File: config.mk
export PLATFORM = sky130hd
export DESIGN_NAME = peek_dump_sequencer
export DESIGN_NICKNAME = d
export VERILOG_FILES = /design/src/rtl/peek_dump_sequencer.sv
export SDC_FILE = /design/constraint.sdc
export NUM_CORES = 1
export LEC_CHECK = 0
export ABC_AREA = 1
export BUFFER_PORTS_ARGS = -buffer_cell sky130_fd_sc_hd__buf_2
export CORE_MARGIN = 3
export CORE_UTILIZATION = 63
export DETAILED_ROUTE_END_ITERATION = 12
export PLACE_DENSITY = 0.92
export SLEW_MARGIN = 0
export SYNTH_ARGS = -nofsm -noshare
export SYNTH_HDL_FRONTEND = slang
export SYNTH_SLANG_ARGS = --single-unit
File: constraint.sdc
create_clock -name clk -period 4.22 [get_ports clk]
set_input_delay 0.844 -clock clk [delete_from_list [all_inputs] [get_ports clk]]
set_output_delay 0.844 -clock clk [all_outputs]
set_load 0.02 [all_outputs]
File: src/rtl/peek_dump_sequencer.sv
// peek_dump_sequencer: walks every core's data RAM through the NoC peek port
// and serialises a base_addr/word_count window of each core into a byte stream.
//
// Ports:
//   clk, rst          rising-edge clock, synchronous active-high reset
//   start             begin a dump (accepted in IDLE only)
//   base_addr         first RAM address per core, latched on start
//   word_count        words per core, latched on start (0 = headers only)
//   peekAddress       registered RAM address to the NoC top level
//   peekId            registered core select to the NoC top level
//   peekData          RAM word returned PEEK_LAT cycles after a peek change
//   tx_data/tx_valid  byte stream out; transfer when tx_valid && tx_ready
//   tx_ready          sink ready
//   busy              high outside IDLE
//   done              one-cycle pulse after the trailer byte transfers

module peek_dump_sequencer #(
    parameter int RN       = 16,
    parameter int CNT_W    = 16,
    parameter int PEEK_LAT = 1,
    localparam int ID_W    = (RN > 1) ? $clog2(RN) : 1
) (
    input  logic             clk,
    input  logic             rst,
    input  logic             start,
    input  logic [31:0]      base_addr,
    input  logic [CNT_W-1:0] word_count,
    output logic [31:0]      peekAddress,
    output logic [ID_W-1:0]  peekId,
    input  logic [31:0]      peekData,
    output logic [7:0]       tx_data,
    output logic             tx_valid,
    input  logic             tx_ready,
    output logic             busy,
    output logic             done
);

    typedef enum logic [2:0] {
        S_IDLE,
        S_HDR,
        S_WAIT,
        S_CAP,
        S_BYTE,
        S_TRL
    } state_t;

    localparam logic [2:0] LAT0 = 3'(PEEK_LAT);

    state_t           state;
    logic [31:0]      base_q;
    logic [CNT_W-1:0] cnt_q;
    logic [ID_W-1:0]  core;
    logic [31:0]      addr;
    logic [CNT_W-1:0] left;
    logic [2:0]       lat;
    logic [31:0]      shreg;
    logic [1:0]       idx;

    logic             xfer;
    logic             last_core;
    logic [ID_W-1:0]  core_nxt;
    logic [7:0]       hdr_nxt;
    logic [31:0]      addr_inc;
    logic [CNT_W-1:0] left_dec;

    assign xfer      = tx_valid && tx_ready;
    assign last_core = (core == ID_W'(RN - 1));
    assign core_nxt  = core + ID_W'(1);
    assign hdr_nxt   = {4'hA, 4'(core_nxt)};
    assign addr_inc  = addr + 32'd1;
    assign left_dec  = left - CNT_W'(1);

    always_ff @(posedge clk) begin
        if (rst) begin
            state       <= S_IDLE;
            base_q      <= '0;
            cnt_q       <= '0;
            core        <= '0;
            addr        <= '0;
            left        <= '0;
            lat         <= '0;
            shreg       <= '0;
            idx         <= '0;
            peekAddress <= '0;
            peekId      <= '0;
            tx_data     <= '0;
            tx_valid    <= 1'b0;
            busy        <= 1'b0;
            done        <= 1'b0;
        end else begin
            done <= 1'b0;
            unique case (state)
                S_IDLE: begin
                    if (start) begin
                        base_q   <= base_addr;
                        cnt_q    <= word_count;
                        core     <= '0;
                        addr     <= base_addr;
                        left     <= word_count;
                        tx_data  <= 8'hA0;
                        tx_valid <= 1'b1;
                        busy     <= 1'b1;
                        state    <= S_HDR;
                    end
                end

                S_HDR: begin
                    if (xfer) begin
                        if (left != '0) begin
                            tx_valid    <= 1'b0;
                            peekId      <= core;
                            peekAddress <= addr;
                            lat         <= LAT0;
                            state       <= S_WAIT;
                        end else if (last_core) begin
                            tx_data <= 8'h5A;
                            state   <= S_TRL;
                        end else begin
                            core    <= core_nxt;
                            addr    <= base_q;
                            left    <= cnt_q;
                            tx_data <= hdr_nxt;
                        end
                    end
                end

                // Peek outputs settled on entry; hold for PEEK_LAT+1 cycles.
                S_WAIT: begin
                    if (lat == 3'd0) begin
                        state <= S_CAP;
                    end else begin
                        lat <= lat - 3'd1;
                    end
                end

                S_CAP: begin
                    shreg    <= peekData;
                    tx_data  <= peekData[7:0];
                    tx_valid <= 1'b1;
                    idx      <= 2'd0;
                    state    <= S_BYTE;
                end

                S_BYTE: begin
                    if (xfer) begin
                        shreg   <= shreg >> 8;
                        tx_data <= shreg[15:8];
                        idx     <= idx + 2'd1;
                        if (idx == 2'd3) begin
                            addr <= addr_inc;
                            left <= left_dec;
                            if (left_dec != '0) begin
                                tx_valid    <= 1'b0;
                                peekId      <= core;
                                peekAddress <= addr_inc;
                                lat         <= LAT0;
                                state       <= S_WAIT;
                            end else if (last_core) begin
                                tx_data <= 8'h5A;
                                state   <= S_TRL;
                            end else begin
                                core    <= core_nxt;
                                addr    <= base_q;
                                left    <= cnt_q;
                                tx_data <= hdr_nxt;
                                state   <= S_HDR;
                            end
                        end
                    end
                end

                S_TRL: begin
                    if (xfer) begin
                        tx_valid <= 1'b0;
                        busy     <= 1'b0;
                        done     <= 1'b1;
                        state    <= S_IDLE;
                    end
                end

                default: state <= S_IDLE;
            endcase
        end
    end

endmodule

==> summary.md <==
| Metric | Value |
|---|---|
| Start of the worst register-to-register path | state[1] |
| Global-route wire length before repair | 44600 um |
| Filler cell count in the final layout | 1172 |
| CTS H-tree lvls | 4 |
| Upper clock frequency limit | 308 MHz |
| Post-CTS Setup Repair Bufs | 0 |
| Final setup skew | 0.0146 ns |
| Sequential area share after synthesis | 0.374 |
| Share of synthesized cell area in and, or, nand and nor gates | 0.217 |
| Multiplexer share of the synthesized area | 0 |
| Largest net degree at the start of global routing | 97 |
| Post-DR vias/cell | 6.00 |
| Flop2flop setup slack | 0.98 ns |
| End point of the critical path | addr[5] |
| Final period util | 0.768 |
| Worst-case setup margin in the final layout | 0.978 ns |
| Post-CTS Hold Fix Bufs | 0 |
| Drc violations | 0 |
| Worst Path Class, Setup | register to register |
| Total negative setup slack | 0 ns |
| Overall fraction of global-route tracks in use | 0.329 |
| Remaining Overflow, GRT | 0 |
| DRT antenna net count | 0 |
| Clk sink count | 179 |
| Area growth from synthesis to layout | 12.0% |
| Syn Area/Cell | 6.83 sq um |
| Placer congestion estimate | 0.960 |
| Total chip power | 6.82 mW |
| Initial antenna violation count | 0 |
| Post-synthesis xor/xnor area fraction | 0.0292 |
| Mean routed wirelength per cell | 16.4 um |
| Die outline area | 16700 sq um |
| Origin of the worst setup path | state[1] |
| Period minus WS final | 3.24 ns |
| Status | complete, no violations |
| Std-Cell Rows | 44 |
| Resize count post-CTS | 0 |
| Number of maximum-capacitance violations | 0 |
| Register-to-Register Path Depth | 12 |
| Worst r2r dst | addr[5] |
| Maximum VDD drop | 0.461 mV |
| Number of placed I/O pins | 131 |
| Yosys synthesis warning count | 0 |
| CTS clock-pin slew for the worst setup and hold paths | 0.07 ns |
| Worst setup slack after placement | 1.16 ns |
| Number of I/O port buffers | 130 |
| Main combinational cell family by area after synthesis | compound AO/OA/AOI/OAI gates |
| Antenna fix cells | 0 |
| Power density relative to cell area | 635 nW/um^2 |
| Total length of routed wires | 27500 um |
| Initial cell density of the core | 0.652 |
| Synth Area in Compound Gates | 0.280 |
| Die W | 129 um |
| Clk Tree Root Cell | clkbuf_16 |
| Worst-path maximum fanout | 48 |
| Final nets | 1568 |
| Adder-cell share of the synthesized area | 0.00913 |
| Worst-Margin Slew | 1.09 ns |
| Worst-skew pair later-pin latency | 0.44 ns |
| Count of vias placed by the detailed router | 10000 |
| Area inside the core boundary | 14700 sq um |
| Worst Path Arrival | 3.60 ns |
| Post-synth cell types | 43 |
| Instance count of the mapped netlist | 1405 |
| RSZ-0062 raised after global routing | no |
| Die outline height | 129 um |
| Max_slew headroom | 0.272 |
| Max-slew violations | 0 |
| Worst hold path type | register to register |
| Pre-antenna DRT Iters | 6 |
| Ratio of cells with drive above 1 in the final layout | 0.144 |
| Number of design-rule violations left by the first detailed-router iteration | 1038 |
| Final count of negative-setup-slack endpoints | 0 |
| Hold_ws | 0.446 ns |
| Synth Cell Area | 9590 sq um |
| Final-report hold violation count | 0 |
| Clock buffer count from CTS | 17 |
| Post-detailed-placement half-perimeter wirelength | 18200 um |
| Flops & latches, synth | 179 |
| Nature of the critical path endpoint | register |
| Syn nets | 1496 |
| Static power due to leakage | 4.40 nW |
| Critical path data required time | 4.58 ns |
| Maximum buffer depth of the clock tree | 2 |
| Kind of start point of the critical path | register |
| TritonCTS clock tree | yes |
| Via count of the first global-routing pass | 9219 |
power by group:
group | switching (mW) | internal (mW)
registers | 0.361 | 2.11
logic | 1.99 | 0.836
clock network | 0.730 | 0.806
logic make-up (layout without fill, tap and decap cells):
kind of cell | count (synthesis) | count (layout)
AND/OR/NAND/NOR | 488 | 488
buffers and inverters | 214 | 299
flip-flops | 179 | 179
adder cells (fa/ha/maj) | 7 | 7
AO/OA/AOI/OAI | 485 | 485
XOR/XNOR | 32 | 32
worst min path at each step:
stage                         start        end  cells past startpoint
after global routing           busy       busy                      2
after detailed placement       busy       busy                      2
after floorplan           shreg[24]  shreg[24]                      2
after CTS                      busy       busy                      2
after global placement         busy       busy                      2
final                          busy       busy                      2
state kept, by name, indices dropped and copies added, names as in the netlist:
signal,count
shreg,24
cnt_q,16
tx_data,8
lat,3
base_q,32
peekId,4
core,4
state,3
idx,2
left,16
done,1
busy,1
peekAddress,32
tx_valid,1
addr,32
through the flow:
stage	area (sq um)	std cells	util
global placement	10200	1642	0.692
finish	10700	1674	0.731
detailed placement	10200	1642	0.692
floorplan	9590	1405	-
global route	10700	1674	0.731
CTS	10700	1674	0.731
synthesized netlist by cell type:
cell type / n / area, sq um
nand3_2: 2 / 20.0
and3_1: 1 / 6.26
dfxtp_1: 179 / 3580
nand2_2: 4 / 25.0
a31oi_1: 24 / 150
buf_4: 5 / 37.5
o211ai_1: 24 / 180
nor4_1: 1 / 6.26
a21oi_1: 185 / 926
o21ai_0: 141 / 706
inv_1: 112 / 420
nor2b_1: 1 / 6.26
nor2_2: 5 / 31.3
o211a_1: 1 / 10.0
o21ai_2: 2 / 17.5
nor3_1: 18 / 90.1
nand3_4: 2 / 35.0
buf_1: 5 / 18.8
buf_6: 5 / 56.3
or2_0: 1 / 6.26
nor2_4: 5 / 56.3
nand2_1: 242 / 908
clkinv_1: 1 / 3.75
inv_2: 13 / 48.8
nor3_2: 1 / 10.0
nor2_1: 144 / 541
o31ai_1: 1 / 7.51
o211ai_2: 1 / 12.5
a211oi_1: 56 / 420
xor2_1: 26 / 228
or2_2: 4 / 25.0
o21ai_1: 49 / 245
buf_2: 8 / 40.0
clkbuf_1: 64 / 240
nor3b_1: 1 / 7.51
nand3_1: 40 / 200
nand4_1: 11 / 68.8
clkbuf_2: 1 / 5.00
xnor2_1: 6 / 52.6
a2bb2oi_1: 1 / 8.76
nand3b_1: 4 / 30.0
ha_1: 7 / 87.6
nand2_4: 1 / 11.3
cell type report:
type / count / area, sq um / area share
Inverter: 126 / 474 / 0.0441
Sequential cell: 179 / 3580 / 0.334
Clock buffer: 19 / 453 / 0.0422
Tap cell: 184 / 230 / 0.0214
Multi-Input combinational cell: 1012 / 5140 / 0.479
Clock inverter: 13 / 113 / 0.0105
Timing Repair Buffer: 141 / 746 / 0.0694
worst max-delay path, stage by stage, from the launching register on:
cell and delay, ns:
dfxtp_1 0.44, nor2_1 0.08, inv_2 0.09, nor2_4 0.04
inv_2 0.29, nand2_1 0.22, nand2_1 0.13, o21ai_1 0.12
nor3_2 0.14, nand3_2 0.39, inv_2 0.81, o21ai_0 0.20
a21oi_1 0.19
layout by cell type, fill, tap and decap left out, drive strengths merged:
cell type    n
o21ai      192
nand3b       4
xor2        26
nor2b        1
nor2       154
o31ai        1
and3         1
or2          5
nor3        19
a2bb2oi      1
o211ai      25
ha           7
nand4       11
nor3b        1
a21oi      185
nand2      247
inv        133
a31oi       24
nor4         1
clkbuf      19
dfxtp      179
o211a        1
a211oi      56
xnor2        6
nand3       44
clkinv       4
clkinvlp     2
buf        141
layer usage:
| layer | GRT usage | share of wire |
|---|---|---|
| met2 | 0.536 | 0.47 |
| met3 | 0.0544 | 0.079 |
| met5 | 0 | 0 |
| met1 | 0.430 | 0.41 |
| met4 | 0.149 | 0.042 |
No activity file was read; power rests on OpenSTA's default activity.
